<file path="src/rtl/vga_timing_core.sv">
// vga_timing_core: runtime-programmable VGA sync/colour generator with frame-boundary shadowed timing
module vga_timing_core #(
    parameter int   CNT_W  = 12,
    parameter int   R_W    = 5,
    parameter int   G_W    = 6,
    parameter int   B_W    = 5,
    parameter logic HS_POL = 1'b0,
    parameter logic VS_POL = 1'b0
) (
    input  logic                     pixel_clk,
    input  logic                     reset,
    input  logic [CNT_W-1:0]         H_Sync,
    input  logic [CNT_W-1:0]         H_BP,
    input  logic [CNT_W-1:0]         H_FP,
    input  logic [CNT_W-1:0]         H_Range,
    input  logic [CNT_W-1:0]         H_LR_Border,
    input  logic [CNT_W-1:0]         V_Sync,
    input  logic [CNT_W-1:0]         V_BP,
    input  logic [CNT_W-1:0]         V_FP,
    input  logic [CNT_W-1:0]         V_Range,
    input  logic [CNT_W-1:0]         V_TB_Border,
    input  logic [R_W+G_W+B_W-1:0]   InImage_Color,
    input  logic [R_W+G_W+B_W-1:0]   OutImage_Color,
    input  logic                     cfg_load,
    output logic [R_W-1:0]           VGA_R,
    output logic [G_W-1:0]           VGA_G,
    output logic [B_W-1:0]           VGA_B,
    output logic                     VGA_HS,
    output logic                     VGA_VS,
    output logic [CNT_W-1:0]         pix_x,
    output logic [CNT_W-1:0]         pix_y,
    output logic                     active,
    output logic                     frame_start,
    output logic                     line_start,
    output logic                     cfg_err
);
    localparam int TW = CNT_W + 2;
    logic [CNT_W-1:0] s_hsync, s_hbp, s_hfp, s_hr, s_hb, s_vsync, s_vbp, s_vfp, s_vr, s_vb;
    logic [CNT_W-1:0] h_cnt, v_cnt, x, y;
    logic [TW-1:0] h_beg, h_end, h_tot, v_beg, v_end, v_tot;
    logic s_ok, pend, in_ok, h_last, v_last, frame_end, apply, act, border;
    logic [R_W+G_W+B_W-1:0] col;

    always_comb begin
        in_ok = H_Sync != '0 && V_Sync != '0 && H_Range != '0 && V_Range != '0 &&
                {H_LR_Border, 1'b0} <= {1'b0, H_Range} && {V_TB_Border, 1'b0} <= {1'b0, V_Range};
        h_beg = TW'(s_hsync) + TW'(s_hbp);
        h_end = h_beg + TW'(s_hr);
        h_tot = h_end + TW'(s_hfp);
        v_beg = TW'(s_vsync) + TW'(s_vbp);
        v_end = v_beg + TW'(s_vr);
        v_tot = v_end + TW'(s_vfp);
        h_last = TW'(h_cnt) == h_tot - TW'(1);
        v_last = TW'(v_cnt) == v_tot - TW'(1);
        frame_end = s_ok && h_last && v_last;
        // a frozen block has no frame end to wait for, so a pending load goes in immediately
        apply = s_ok ? frame_end && (pend || cfg_load) : pend;
        x = h_cnt - s_hsync - s_hbp;
        y = v_cnt - s_vsync - s_vbp;
        act = s_ok && TW'(h_cnt) >= h_beg && TW'(h_cnt) < h_end && TW'(v_cnt) >= v_beg && TW'(v_cnt) < v_end;
        border = x < s_hb || x >= s_hr - s_hb || y < s_vb || y >= s_vr - s_vb;
        col = act ? (border ? OutImage_Color : InImage_Color) : '0;
    end

    always_ff @(posedge pixel_clk) begin
        if (reset || (apply && in_ok)) begin
            s_hsync <= H_Sync;
            s_hbp   <= H_BP;
            s_hfp   <= H_FP;
            s_hr    <= H_Range;
            s_hb    <= H_LR_Border;
            s_vsync <= V_Sync;
            s_vbp   <= V_BP;
            s_vfp   <= V_FP;
            s_vr    <= V_Range;
            s_vb    <= V_TB_Border;
        end
    end

    always_ff @(posedge pixel_clk) begin
        if (reset) begin
            s_ok    <= in_ok;
            cfg_err <= !in_ok;
            pend    <= 1'b0;
        end else begin
            pend <= !apply && (pend || cfg_load);
            if (apply) begin
                s_ok    <= s_ok || in_ok;
                cfg_err <= !in_ok;
            end
        end
    end

    always_ff @(posedge pixel_clk) begin
        if (reset || !s_ok || frame_end) begin
            h_cnt <= '0;
            v_cnt <= '0;
        end else if (h_last) begin
            h_cnt <= '0;
            v_cnt <= v_cnt + CNT_W'(1);
        end else begin
            h_cnt <= h_cnt + CNT_W'(1);
        end
    end

    always_ff @(posedge pixel_clk) begin
        VGA_HS              <= (!reset && s_ok && h_cnt < s_hsync) ? HS_POL : ~HS_POL;
        VGA_VS              <= (!reset && s_ok && v_cnt < s_vsync) ? VS_POL : ~VS_POL;
        {VGA_R, VGA_G, VGA_B} <= reset ? '0 : col;
        pix_x               <= (!reset && act) ? x : '0;
        pix_y               <= (!reset && act) ? y : '0;
        active              <= !reset && act;
        line_start          <= !reset && s_ok && h_cnt == '0;
        frame_start         <= !reset && s_ok && h_cnt == '0 && v_cnt == '0;
    end
endmodule
</file>
<file path="config.mk">
export PLATFORM = sky130hd
export DESIGN_NAME = vga_timing_core
export DESIGN_NICKNAME = d
export VERILOG_FILES = /design/src/rtl/vga_timing_core.sv
export SDC_FILE = /design/constraint.sdc
export NUM_CORES = 1
export LEC_CHECK = 0
export ABC_AREA = 1
export CAP_MARGIN = 20
export CORE_MARGIN = 2
export CORE_UTILIZATION = 40
export DETAILED_ROUTE_END_ITERATION = 8
export PLACE_DENSITY = 0.62
export SYNTH_ARGS = -nofsm -noshare
export SYNTH_HDL_FRONTEND = slang
export SYNTH_SLANG_ARGS = --single-unit
export TNS_END_PERCENT = 1
</file>
<file path="constraint.sdc">
create_clock -name pixel_clk -period 8.5 [get_ports pixel_clk]
set_input_delay 0.85 -clock pixel_clk [delete_from_list [all_inputs] [get_ports pixel_clk]]
set_output_delay 0.85 -clock pixel_clk [all_outputs]
set_load 0.01 [all_outputs]
</file>
# [Yosys cells after proc, flatten, opt, wreduce, memory -nomap -nowiden]
# Cells that the tools add are included.
[totals] register_bits=192 elab_cells=105 inputBits=155 out_inout_bits=46
[op_classes] muxes=8 n_reduce_logical=41 magnitude_cmp=12 n_addsub=16 n_eq_ne=2 bitwise_logic=1
[op_table] cell="$sub A12 B12 Y12" count=6
[op_table] cell="$lt A12 B12 Y1" count=4
[op_table] cell="$reduce_bool A12 Y1" count=4
[op_table] cell="$add A13 B12 Y14" count=2
[op_table] cell="$add A14 B12 Y14" count=2
[op_table] cell="$eq A12 B14 Y1" count=2
[op_table] cell="$lt A12 B14 Y1" count=2
[op_table] cell="$sub A14 B1 Y14 const B" count=2
[op_table] cell="$add A12 B12 Y13" count=2
[op_table] cell="$ge A12 B13 Y1" count=2
[op_table] cell="$le A13 B12 Y1" count=2
[op_table] cell="$add A12 B1 Y12 const B" count=2
[op_table] cell="$ge A12 B12 Y1" count=2
[op_table] cell="$logic_not A12 Y1" count=2
[op_table] cell="$logic_and A1 B1 Y1" count=20
[op_table] cell="$mux W16" count=1
[op_table] cell="$logic_or A1 B1 Y1" count=8
[op_table] cell="$mux W1" count=7
[op_table] cell="$logic_not A1 Y1" count=4
[op_table] cell="$reduce_or A2 Y1" count=2
[op_table] cell="$reduce_bool A2 Y1" count=1
[op_table] cell="$not A1 Y1" count=1

# [Logic depth before layout (Yosys ltp)]
[logic_depth] depth_word=11 depth_mapped=34 depth_no_buf=34

# [Least setup slack after synthesis]
# OpenSTA, ideal clock, no wires.
[synth_timing] path_type="reg-to-reg" from="register s_vsync[0]" to="register s_hb[0] (enable)" setup_ns=0.484 required_ns=8.016 slack_ns=0.941 t_arrival_ns=7.075 synth_period_minus_slack_ns=7.559 path_buffers=0 path_stages_with_launch=34 cell_sequence="edfxtp_1 > ha_1 > fa_1 > a21oi_1 > o21bai_1 > a21oi_1 > o21bai_1 > xor2_1 > inv_1 > ha_1 > a21oi_1 > o21ai_0 > a21oi_1 > o21ai_0 > nand2_1 > nand2_1 > nand2_1 > nand2_1 > or2_2 > nand2_1 > ha_1 > inv_1 > ha_1 > nand2_1 > a21oi_1 > a211oi_1 > nand3_1 > nand2_1 > nand2_1 > nor2_1 > nand2_2 > nand2_1 > nand3_1 > nand2_1"
[synth_via] elab_chain_len=10
[synth_rtl] element="start: declaration" line="38" rtl="logic [CNT_W-1:0] s_hsync, s_hbp, s_hfp, s_hr, s_hb, s_vsync, s_vbp, s_vfp, s_vr, s_vb;"
[synth_rtl] element="start signal: assignment" line="72" rtl="s_vsync <= V_Sync;"
[synth_rtl] element="$add A12 B12 Y13" line="50" rtl="v_beg = TW'(s_vsync) + TW'(s_vbp);"
[synth_rtl] element="$add A13 B12 Y14" line="51" rtl="v_end = v_beg + TW'(s_vr);"
[synth_rtl] element="$add A14 B12 Y14" line="52" rtl="v_tot = v_end + TW'(s_vfp);"
[synth_rtl] element="$sub A14 B1 Y14" line="54" rtl="v_last = TW'(v_cnt) == v_tot - TW'(1);"
[synth_rtl] element="$eq A12 B14 Y1" line="54"
[synth_rtl] element="$logic_and A1 B1 Y1" line="55" rtl="frame_end = s_ok && h_last && v_last;"
[synth_rtl] element="$logic_and A1 B1 Y1" line="57" rtl="apply = s_ok ? frame_end && (pend || cfg_load) : pend;"
[synth_rtl] element="$mux W1" line="57"
[synth_rtl] element="$logic_and A1 B1 Y1" line="66" rtl="if (reset || (apply && in_ok)) begin"
[synth_rtl] element="$logic_or A1 B1 Y1" line="66"
[synth_rtl] element="end signal: assignment" line="71" rtl="s_hb <= H_LR_Border;"
[synth_rtl] element="end: declaration" line="38"
# Every way passes these cells.
# A chain may end at the register's enable or synchronous reset.

# [Final worst setup path]
[layout_timing] from="register s_hsync[0]" to="register s_hb[1] (enable)"
[layout_via] elab_chain_len=11
[layout_rtl] element="start: declaration" line="38"
[layout_rtl] element="start signal: assignment" line="67" rtl="s_hsync <= H_Sync;"
[layout_rtl] element="$add A12 B12 Y13" line="47" rtl="h_beg = TW'(s_hsync) + TW'(s_hbp);"
[layout_rtl] element="$add A13 B12 Y14" line="48" rtl="h_end = h_beg + TW'(s_hr);"
[layout_rtl] element="$add A14 B12 Y14" line="49" rtl="h_tot = h_end + TW'(s_hfp);"
[layout_rtl] element="$sub A14 B1 Y14" line="53" rtl="h_last = TW'(h_cnt) == h_tot - TW'(1);"
[layout_rtl] element="$eq A12 B14 Y1" line="53"
[layout_rtl] element="$logic_and A1 B1 Y1 (2 in series)" line="55"
[layout_rtl] element="$logic_and A1 B1 Y1" line="57"
[layout_rtl] element="$mux W1" line="57"
[layout_rtl] element="$logic_and A1 B1 Y1" line="66"
[layout_rtl] element="$logic_or A1 B1 Y1" line="66"
# Every way passes these cells.

==> run metrics <==
Detail Route met3 WL 1700 microns; CP arrival 6.69 ns; ys async rst share 0%; Final period util 77.3%; vias 14100; fmax 0.152 GHz; final WL 45200 microns; multiplexer area fraction after synthesis 0%; pwr dens 207 mW/mm^2; register area share after synthesis 29.6%; WP data required 8.62 ns; internal power 0.00232 W; top-level port count 201; Synth area leader ha_1; Core Rows 75; Hold WC Path Type reg -> reg; worst-path fanout max 74; clock-pin slew on the worst setup and hold paths 0.07 ns; largest net degree at the start of global routing 75; Post-DP HPWL 37200 microns; Vias/cell 4.92; Post-Syn Area 0.0171 sq mm; Slew headroom 39.6%; Top Layer Used met4; Worst setup SP type register; Syn. warnings 0; Seq cells post-synth 192; drt drc 0; DP Worst Slack 1.94 ns; NumNets Final 2810; Max clock buf depth 2; Synth area leaders ha_1 22%, edfxtp_1 21%, inv_1 9.1%; Placed Area 0.0197 sq mm; vias in the first global route 14000; Final Hold Viols 0; Synth Flop Type edfxtp_1; Simple-Gate Fraction of Synth Area 19.0%; CORE AREA 0.0420 sq mm; switch share 44.7%; post-synthesis compound-gate area fraction 9.74%; Starting Density 40.7%; Final Max Slew Viols 0; Final setup viols 0; Crit. End Element register; Peak VDD IR 0.125 mV; syn nets 2602; Setup TNS 0 ns; Layout area overhead 18.7%; Post-CTS Setup Inserts 0; Ant. Diodes 0; WL/cell 15.7 microns; final instance area 0.0203 sq mm; initial antenna violation count 0; # port buffers 200; clock sinks 192; GPL Wtd Cong 0.901; Synth Area in XOR/XNOR 6.09%; Adder-Cell Fraction of Synth Area 25.7%; Total Routing Usage GR 20.5%; Syn Area/Cell 8.10 sq um; TritonRoute pass-1 iters 5; met1 wire length 19900 microns; # resized after CTS 0; H-tree depth 4; die width 211 microns; routed wl met2 22100 microns; Die Y 211 microns; unrepaired setup endpoints after global routing no; CTS tree done; buffer and inverter count on the worst path 5; placed cells 2841; Leak 10.1 nW; critical path type reg -> reg; run status finished clean; clock power share 20.0%; Final ANT Viol Nets 0; die area 0.0444 sq mm; Core Util, Final 48.3%; highest-delay cell along the critical path nand2_4; Sw Pwr 0.00188 W; share of layout cells above drive strength 1 3.60%; most frequent cells in the layout 414 x inv_1, 394 x nand2_1, 304 x ha_1; First DRT Iteration DRCs 683; main combinational cell family by area after synthesis adder cells; Post-synth EDFFs 122; Sequential Power Share 25.3%; grt ovf 0; CTS Root Cell clkbuf_16; combinational share of power 54.7%; critical path's top delay family simple AND/OR/NAND/NOR gates; setup ws final 1.93 ns; Syn Inst Count 2113; Clock Skew 0.0114 ns; min Tclk post-route 6.57 ns; first-pass GRT wire length 70900 microns; Inserted Clock Buffers 17; synth unique cells 51; most common cell after layout, fill and taps aside inv_1; Yosys top cell area share 22.2%; CTS Hold Bufs 0; max cap viols 0; Worst-Skew Late Latency 0.47 ns; Final Non-Filler Cells 2873; crit-path max cell delay 0.52 ns; actual slew at the worst max-slew pin 0.907 ns
cell usage after synthesis, types with 13 or more instances:
master	instances
nor3_1	28
dfxtp_1	70
fa_1	30
xnor2_1	25
a21o_1	13
edfxtp_1	122
nand2_1	395
o21ai_0	55
nor2_1	146
a21oi_1	159
nand3_1	70
ha_1	304
nand4_1	49
inv_1	414
xor2_1	94
cell type report:
class / instances / area [sq um]
Fill cell: 4040 / 21700
Sequential cell: 192 / 5060
Inverter: 415 / 1560
Clock buffer: 21 / 482
Timing Repair Buffer: 204 / 2040
Tap cell: 539 / 674
Multi-Input combinational cell: 1491 / 10400
Clock inverter: 11 / 105
cell families after synthesis:
logic type / Yosys count
AO/OA/AOI/OAI: 291
XOR/XNOR: 119
adder cells (fa/ha/maj): 334
buffers and inverters: 430
flip-flops: 192
AND/OR/NAND/NOR: 747
per-stage QoR:
step                      power [W]  hold WS (ns)
final                       0.00420         0.511
after global routing        0.00462         0.529
after CTS                   0.00422         0.518
after detailed placement    0.00337         0.500
after global placement      0.00332         0.487
after floorplan             0.00284         0.448
layer usage:
layer  GRT usage, %  vias up
met2           35.9      282
met3           2.66       58
met4           8.16        0
li1               -     7325
met5              0        -
met1           25.5     6459
worst paths after layout:
path,cells after the start,end,from,slack [ns]
max,31,s_hb[1]$_DFFE_PP_,s_hsync[0]$_DFFE_PP_,1.93
min,1,h_cnt[0]$_SDFF_PP0_,h_cnt[0]$_SDFF_PP0_,0.51
max reg2reg,31,s_hb[1]$_DFFE_PP_,s_hsync[0]$_DFFE_PP_,1.93
min reg2reg,1,h_cnt[0]$_SDFF_PP0_,h_cnt[0]$_SDFF_PP0_,0.51
power by group through the flow:
stage               Sequential (W)  Combinational (W)  Clock (W)
finish                     0.00106            0.00230   0.000842
global route               0.00107            0.00266   0.000897
CTS                        0.00106            0.00230   0.000859
detailed placement         0.00108            0.00228          0
global placement           0.00108            0.00224          0
floorplan                  0.00107            0.00176          0
worst reg2reg max path, delay by kind of cell (launching register included):
family | cells | cell delay (ns)
AOI/OAI and AO/OA | 7 | 1.15
xor gates and xnor gates | 3 | 0.62
adders and majority gates | 5 | 1.55
buffers and inverters | 5 | 0.70
DFF | 1 | 0.40
and+or+nand+nor | 11 | 1.75
No activity file was read; power rests on OpenSTA's default activity.
